## config.mk

```make
export PLATFORM = sky130hd
export DESIGN_NAME = mac_array_ctrl
export DESIGN_NICKNAME = d
export VERILOG_FILES = /design/src/rtl/mac_ctrl_pkg.sv /design/src/rtl/mac_array_ctrl_skew_gen.sv /design/src/rtl/mac_array_ctrl.sv
export SDC_FILE = /design/constraint.sdc
export NUM_CORES = 1
export LEC_CHECK = 0
export BUFFER_PORTS_ARGS = -buffer_cell sky130_fd_sc_hd__buf_2
export CORE_MARGIN = 1
export CORE_UTILIZATION = 46
export CTS_CLUSTER_DIAMETER = 200
export CTS_CLUSTER_SIZE = 12
export DETAILED_ROUTE_END_ITERATION = 10
export HOLD_SLACK_MARGIN = 0.15
export PLACE_DENSITY_LB_ADDON = 0.05
export RECOVER_POWER = 100
export SLEW_MARGIN = 20
export SYNTH_ARGS = -nofsm -noshare
export SYNTH_HDL_FRONTEND = slang
export SYNTH_SLANG_ARGS = --single-unit
```

## constraint.sdc

```tcl
create_clock -name clk -period 1.5 [get_ports clk]
set_input_delay 0.15 -clock clk [delete_from_list [all_inputs] [get_ports clk]]
set_output_delay 0.15 -clock clk [all_outputs]
set_load 0.1 [all_outputs]
```

## src/rtl/mac_ctrl_pkg.sv

```systemverilog
// Shared types and defaults for the MAC-array pass sequencer.
package mac_ctrl_pkg;

    typedef enum logic [2:0] {
        ST_IDLE      = 3'd0,
        ST_CLR       = 3'd1,
        ST_WAIT_FULL = 3'd2,
        ST_RUN       = 3'd3,
        ST_DRAIN     = 3'd4,
        ST_DONE      = 3'd5
    } mac_ctrl_state_t;

    localparam int DEF_ROWS      = 8;
    localparam int DEF_DEPTH     = 8;
    localparam int DEF_SKEW      = 1;
    localparam int DEF_DRAIN_CYC = 2;

    // Cycles from the first read of row 0 to the last read of the last row.
    function automatic int mac_run_len(input int rows, input int depth, input int skew);
        return (rows - 1) * skew + depth;
    endfunction

endpackage

```

## src/rtl/mac_array_ctrl_skew_gen.sv

```systemverilog
// Pure decode of the run counter into skewed per-row A reads and the B read.
module mac_skew_gen
    import mac_ctrl_pkg::*;
#(
    parameter int ROWS  = DEF_ROWS,
    parameter int DEPTH = DEF_DEPTH,
    parameter int SKEW  = DEF_SKEW,
    parameter int TW    = 4
) (
    input  logic            run_i,
    input  logic [TW-1:0]   t_i,
    output logic [ROWS-1:0] a_ren_o,
    output logic            b_ren_o
);

    logic [31:0] t_ext_s;

    // Row r reads during the DEPTH-cycle window starting at r*SKEW.
    always_comb begin
        t_ext_s = 32'(t_i);
        a_ren_o = '0;
        b_ren_o = 1'b0;
        if (run_i) begin
            b_ren_o = (t_ext_s < 32'(DEPTH));
            for (int r = 0; r < ROWS; r++) begin
                a_ren_o[r] = (t_ext_s >= 32'(r * SKEW)) && (t_ext_s < 32'(r * SKEW + DEPTH));
            end
        end else begin
            a_ren_o = '0;
            b_ren_o = 1'b0;
        end
    end

endmodule

```

## src/rtl/mac_array_ctrl.sv

```systemverilog
// Pass sequencer for a row of accumulating MACs: clear, wait for full FIFOs,
// issue skewed reads, drain the pipeline, then pulse done.
module mac_array_ctrl
    import mac_ctrl_pkg::*;
#(
    parameter int ROWS      = DEF_ROWS,
    parameter int DEPTH     = DEF_DEPTH,
    parameter int SKEW      = DEF_SKEW,
    parameter int DRAIN_CYC = DEF_DRAIN_CYC
) (
    input  logic            clk,
    input  logic            rst_n,
    input  logic            start,
    input  logic            abort,
    input  logic [ROWS-1:0] a_full,
    input  logic            b_full,
    output logic [ROWS-1:0] a_ren,
    output logic            b_ren,
    output logic            mac_clr,
    output logic            mac_en0,
    output logic            busy,
    output logic            done
);

    localparam int RUN_LEN = mac_run_len(ROWS, DEPTH, SKEW);
    // The same counter times DRAIN, so size it for whichever phase is longer.
    localparam int T_MAX = (RUN_LEN > DRAIN_CYC) ? RUN_LEN : DRAIN_CYC;
    localparam int TW    = $clog2(T_MAX + 1);
    localparam logic [TW-1:0] T_ZERO       = TW'(0);
    localparam logic [TW-1:0] T_ONE        = TW'(1);
    localparam logic [TW-1:0] T_RUN_LAST   = TW'(RUN_LEN - 1);
    localparam logic [TW-1:0] T_DRAIN_LAST = TW'(DRAIN_CYC - 1);

    mac_ctrl_state_t state_q, state_d;
    logic [TW-1:0]   t_q, t_d;
    logic            mac_en0_q, mac_en0_d;
    logic            run_s;
    logic            b_ren_s;
    logic [ROWS-1:0] a_ren_s;

    mac_skew_gen #(
        .ROWS  (ROWS),
        .DEPTH (DEPTH),
        .SKEW  (SKEW),
        .TW    (TW)
    ) u_skew (
        .run_i   (run_s),
        .t_i     (t_q),
        .a_ren_o (a_ren_s),
        .b_ren_o (b_ren_s)
    );

    // State, counter and head-of-chain enable registers.
    always_ff @(posedge clk or negedge rst_n) begin
        if (!rst_n) begin
            state_q   <= ST_IDLE;
            t_q       <= T_ZERO;
            mac_en0_q <= 1'b0;
        end else begin
            state_q   <= state_d;
            t_q       <= t_d;
            mac_en0_q <= mac_en0_d;
        end
    end

    // Next-state and counter logic; abort overrides every transition.
    always_comb begin
        state_d = state_q;
        t_d     = t_q;
        if (abort) begin
            state_d = ST_IDLE;
            t_d     = T_ZERO;
        end else begin
            case (state_q)
                ST_IDLE: begin
                    t_d = T_ZERO;
                    if (start) begin
                        state_d = ST_CLR;
                    end else begin
                        state_d = ST_IDLE;
                    end
                end
                ST_CLR: begin
                    state_d = ST_WAIT_FULL;
                    t_d     = T_ZERO;
                end
                ST_WAIT_FULL: begin
                    t_d = T_ZERO;
                    if ((&a_full) && b_full) begin
                        state_d = ST_RUN;
                    end else begin
                        state_d = ST_WAIT_FULL;
                    end
                end
                ST_RUN: begin
                    if (t_q == T_RUN_LAST) begin
                        state_d = ST_DRAIN;
                        t_d     = T_ZERO;
                    end else begin
                        t_d = t_q + T_ONE;
                    end
                end
                ST_DRAIN: begin
                    if (t_q == T_DRAIN_LAST) begin
                        state_d = ST_DONE;
                        t_d     = T_ZERO;
                    end else begin
                        t_d = t_q + T_ONE;
                    end
                end
                ST_DONE: begin
                    state_d = ST_IDLE;
                    t_d     = T_ZERO;
                end
                default: begin
                    state_d = ST_IDLE;
                    t_d     = T_ZERO;
                end
            endcase
        end
    end

    // mac_en0 trails b_ren by the one-cycle FIFO read latency; abort kills it.
    always_comb begin
        if (abort) begin
            mac_en0_d = 1'b0;
        end else begin
            mac_en0_d = b_ren_s;
        end
    end

    // Output decode from registered state only.
    always_comb begin
        run_s   = 1'b0;
        mac_clr = 1'b0;
        busy    = 1'b1;
        done    = 1'b0;
        case (state_q)
            ST_IDLE:      busy    = 1'b0;
            ST_CLR:       mac_clr = 1'b1;
            ST_WAIT_FULL: run_s   = 1'b0;
            ST_RUN:       run_s   = 1'b1;
            ST_DRAIN:     run_s   = 1'b0;
            ST_DONE:      done    = 1'b1;
            default:      busy    = 1'b0;
        endcase
    end

    assign a_ren   = a_ren_s;
    assign b_ren   = b_ren_s;
    assign mac_en0 = mac_en0_q;

endmodule

```

==> results.ini, run 1 <==
[clock_tree]
clock-root-buffer = clkbuf_4
cts_hold_repair.buffers = 2
clock_sinks = 8
numCtsBuffers = 3
cts_resized = 29
post_cts_buffers = 8
clock_path_buffers = 2
ctsHtreeMaxLevel = 1

[floorplanning]
die_height_microns = 39.6
fp.dieW_microns = 39.6
ios = 26
rows = 13
start_util_pct = 49.9

[synthesis]
synth_compound_area_share_pct = 16.0
synth_area_sq_um = 649
yosys_warnings = 0
yosys_register_bits = 8
synthFlopType = dfrtp_1
async_flop_share_pct = 100
synthSimpleGateAreaFrac_pct = 29.1
synth_top_family_by_area = simple AND/OR/NAND/NOR gates
synthCells = 75
synthXorXnorAreaFrac_pct = 2.70
synth_mux_area_share_pct = 0
ys_types = 29
synth_seq_area_share_pct = 30.8
yosys.area_share.adder_pct = 15.4
syn-num-nets = 96
avgSynthCellArea_sq_um = 8.66
synth_edf_count = 0

[outcome]
status = did not finish
haltStage = clock tree synthesis
error = [ERROR DPL-0038] Utilization greater than 100%, impossible to legalize

[placement]
portBuffers = 25
dp.cells = 125
post-place-ws_ps = -133
post-dp-hpwl_mm = 1.94
routabilityCongestion = 0.779

[cell usage after synthesis, types with 2 or more instances]
master,instances,area [sq um]
o21ai_0,3,15.0
nor3_1,5,25.0
nor2b_1,2,12.5
nand3_1,3,15.0
and3_1,2,12.5
a221oi_1,4,35.0
ha_1,8,100
nor2_1,8,30.0
xnor2_1,2,17.5
nand2_1,4,15.0
a211oi_1,2,15.0
dfrtp_1,8,200
a21oi_1,3,15.0
inv_1,6,22.5
[per-stage QoR]
stage	hold slack (ps)	area, sq um
after floorplan	-146	825
after global placement	-3.23	1220
after detailed placement	-3.63	1220
[logic make-up after synthesis]
| logic type | after synthesis |
|---|---|
| AO/OA/AOI/OAI | 15 |
| XOR/XNOR | 2 |
| buffers and inverters | 9 |
| AND/OR/NAND/NOR | 33 |
| adder cells (fa/ha/maj) | 8 |
| flip-flops | 8 |
==> inputs of run 2 (changes only) <==
--- a/config.mk
+++ b/config.mk
@@ -6,13 +6,10 @@
 export NUM_CORES = 1
 export LEC_CHECK = 0
 export BUFFER_PORTS_ARGS = -buffer_cell sky130_fd_sc_hd__buf_2
-export CORE_MARGIN = 1
-export CORE_UTILIZATION = 46
-export CTS_CLUSTER_DIAMETER = 200
-export CTS_CLUSTER_SIZE = 12
+export CORE_AREA = 2 2 63 65
 export DETAILED_ROUTE_END_ITERATION = 10
-export HOLD_SLACK_MARGIN = 0.15
-export PLACE_DENSITY_LB_ADDON = 0.05
+export DIE_AREA = 0 0 65 67
+export PLACE_DENSITY_LB_ADDON = 0.15
 export RECOVER_POWER = 100
 export SLEW_MARGIN = 20
 export SYNTH_ARGS = -nofsm -noshare
==> results.ini, run 2 <==
[power_and_ir_drop]
pwr-share-comb_pct = 32.6
power.leakage_nw = 0.599
power_density_mw_per_mm2 = 504
pwr-share-seq_pct = 31.3
vdd_drop_max_uv = 271
p_sw_share_pct = 33.6
p_switching_w = 0.000251
p_int_w = 0.000495
p_total_w = 0.000746
p_clk_share_pct = 36.2

[cells_and_area]
top_register = t_q
fin_util_pct = 41.0
final_cell_mix = buf_4 (23), buf_2 (11), buf_12 (10)
layout.nets = 148
area_delta_synth_final_pct = 128
final_common_cell = buf_4
drive_gt1_share_pct = 69.8
largest_reg_flops = 4
n_antenna_cell = 0

[worst_setup_path]
cp-start-kind = register
r2r_cells = 6
critical_path_buf_inv_count = 1
cp.arrival_ps = 1590
max_stage_delay_ps = 470
crit_type = register to output pin
cp_num_cells = 4
required_ps = 1350
worstSetupEndpointType = output pin
crit_chain = ha_4 -> or2_4 -> a221oi_4 -> buf_12
crit_path_top_delay_cell = dfrtp_2
critPathMaxFanout = 5
path_delay_family = flip-flops
r2r_slack_ps = -60

[placement]
portBuffers = 25  ; unchanged
post-dp-hpwl_mm = 1.56  ; was 1.94 mm
routabilityCongestion = 0.784  ; was 0.779

[route]
routed_via_density = 4.20
vias = 730
firstDrtPassIters = 3
drcViolationCount = 0
detail-route-antenna-nets = 0
drt_wl_total_mm = 1.89
drtIter0Drc = 11
routedWlPerCell_microns = 10.9

[synthesis]
syn-num-nets = 96  ; unchanged
synthFlopType = dfrtp_1  ; unchanged
yosys-top-cells-count = dfrtp_1 (8), ha_1 (8), nor2_1 (8)  ; unchanged
synth.area.top_cells = dfrtp_1 (31%), ha_1 (15%), a221oi_1 (5.4%), nor2_1 (4.6%), nor3_1 (3.9%)  ; unchanged
synthCells = 75  ; unchanged
synth.top_cell.area_share_pct = 30.8  ; unchanged
synth_area_sq_um = 649  ; unchanged
yosys.area.top_type = dfrtp_1  ; unchanged
yosys_register_bits = 8  ; unchanged
async_flop_share_pct = 100  ; unchanged
ys_types = 29  ; unchanged
yosys_warnings = 0  ; unchanged
avgSynthCellArea_sq_um = 8.66  ; unchanged
synth_edf_count = 0  ; unchanged
synth_seq_area_share_pct = 30.8  ; unchanged

[timing]
worst_slack_ps = -240
fin_tns_setup_ps = -1630
setup-violations-final = 11
finalMaxSlewViolations = 0
period_share_pct = 116
slew_headroom_pct = 64.3
fmax_ghz = 0.575
whs_ps = 171
grt_setup_unrepaired = yes
worst_pin_slew_ps = 538
fin_crit_ps = 1740
finClkSkew_ps = 6.05
finalHoldViolCount = 0

[clock_tree]
clock_path_buffers = 2  ; unchanged
ctsHtreeMaxLevel = 1  ; unchanged
clk_pin_slew_ps = 40
clock_sinks = 8  ; unchanged
numCtsBuffers = 3  ; unchanged
insertion_delay_ps = 230
clock-root-buffer = clkbuf_8  ; was clkbuf_4
cts_tree = yes

[global_routing]
track_usage_pct = 10.3
gr-total-overflow = 0
antenna_found_initial = 0
grt_pass1_vias = 767
grt_first_pass_wirelength_mm = 3.42
grt_max_degree = 11

[floorplanning]
start_util_pct = 18.0  ; was 49.9%
rows = 22  ; was 13
ios = 26  ; unchanged
core_area_sq_mm = 0.00361
fp.dieW_microns = 65  ; was 39.6 microns
die_area_sq_mm = 0.00436
die_height_microns = 67  ; was 39.6 microns

[hold_path]
holdPathStages = 2
min_path_type = input port to register

[outcome]
status = finished, violations left  ; was did not finish
violations = setup timing

[job]
drv_cap = 0

run 2: cell counts after synthesis:
Identical to the previous run, type by type.
run 2: repair_timing:
action,CTS,global route
gates resized for setup,14,8
endpoints found under the setup margin,11,16
setup buffers,6,3
gates cloned,0,0
endpoints found under the hold margin,8,0
hold buffers,1,0
pin swaps,12,8
run 2: per-layer routing:
metal | up-vias | global-route usage (%) | wire length, microns | share of wire [%]
met5 | - | 0 | 0 | 0
met4 | 0 | 5.59 | 31 | 1.6
met3 | 4 | 1.35 | 41 | 2.2
met2 | 11 | 18.2 | 972 | 51
met1 | 345 | 12.0 | 846 | 45
li1 | 370 | - | - | -
run 2: through the flow:
step	instances	cell area [sq um]	setup slack, ps
floorplan	75	825	-475
finish	174	1480	-240
detailed placement	161	1290	-136
global route	174	1480	-290
global placement	161	1290	-77.0
CTS	172	1440	-234
run 2: layout make-up:
type / count / area (sq um)
tap: 48 / 60.1
sequential: 8 / 205
timing repair buffer: 50 / 480
multi-input combinational: 58 / 662
clock buffer: 4 / 45.0
fill: 358 / 2130
inverter: 6 / 27.5
run 2: path summary, 6_finish.rpt:
kind / startpoint / end
worst max-delay path: t_q[2] / a_ren[2]
worst min-delay path: abort / state_q[1]
worst max register to register: t_q[2] / t_q[0]
worst min register to register: state_q[2] / state_q[1]
max in group asynchronous: rst_n / t_q[2]
min in group asynchronous: rst_n / t_q[3]
run 2: logic make-up (layout without fill, tap and decap cells):
family          count (synthesis)  after routing  synth area share, %
xor+xnor                        2              2                 2.70
buf+inv                         9             60                 5.97
flops                           8              8                 30.8
fa+ha+maj                       8              8                 15.4
simple gates                   33             33                 29.1
compound gates                 15             15                 16.0
run 2: power groups by stage:
stage / clock, W / combinational, W / sequential [W]
floorplan: 0 / 0.000148 / 0.000242
global placement: 0 / 0.000247 / 0.000236
detailed placement: 0 / 0.000248 / 0.000236
CTS: 0.000279 / 0.000255 / 0.000233
global route: 0.000291 / 0.000258 / 0.000234
finish: 0.000270 / 0.000243 / 0.000233
Note: power is estimated with default switching activity, not from simulation.
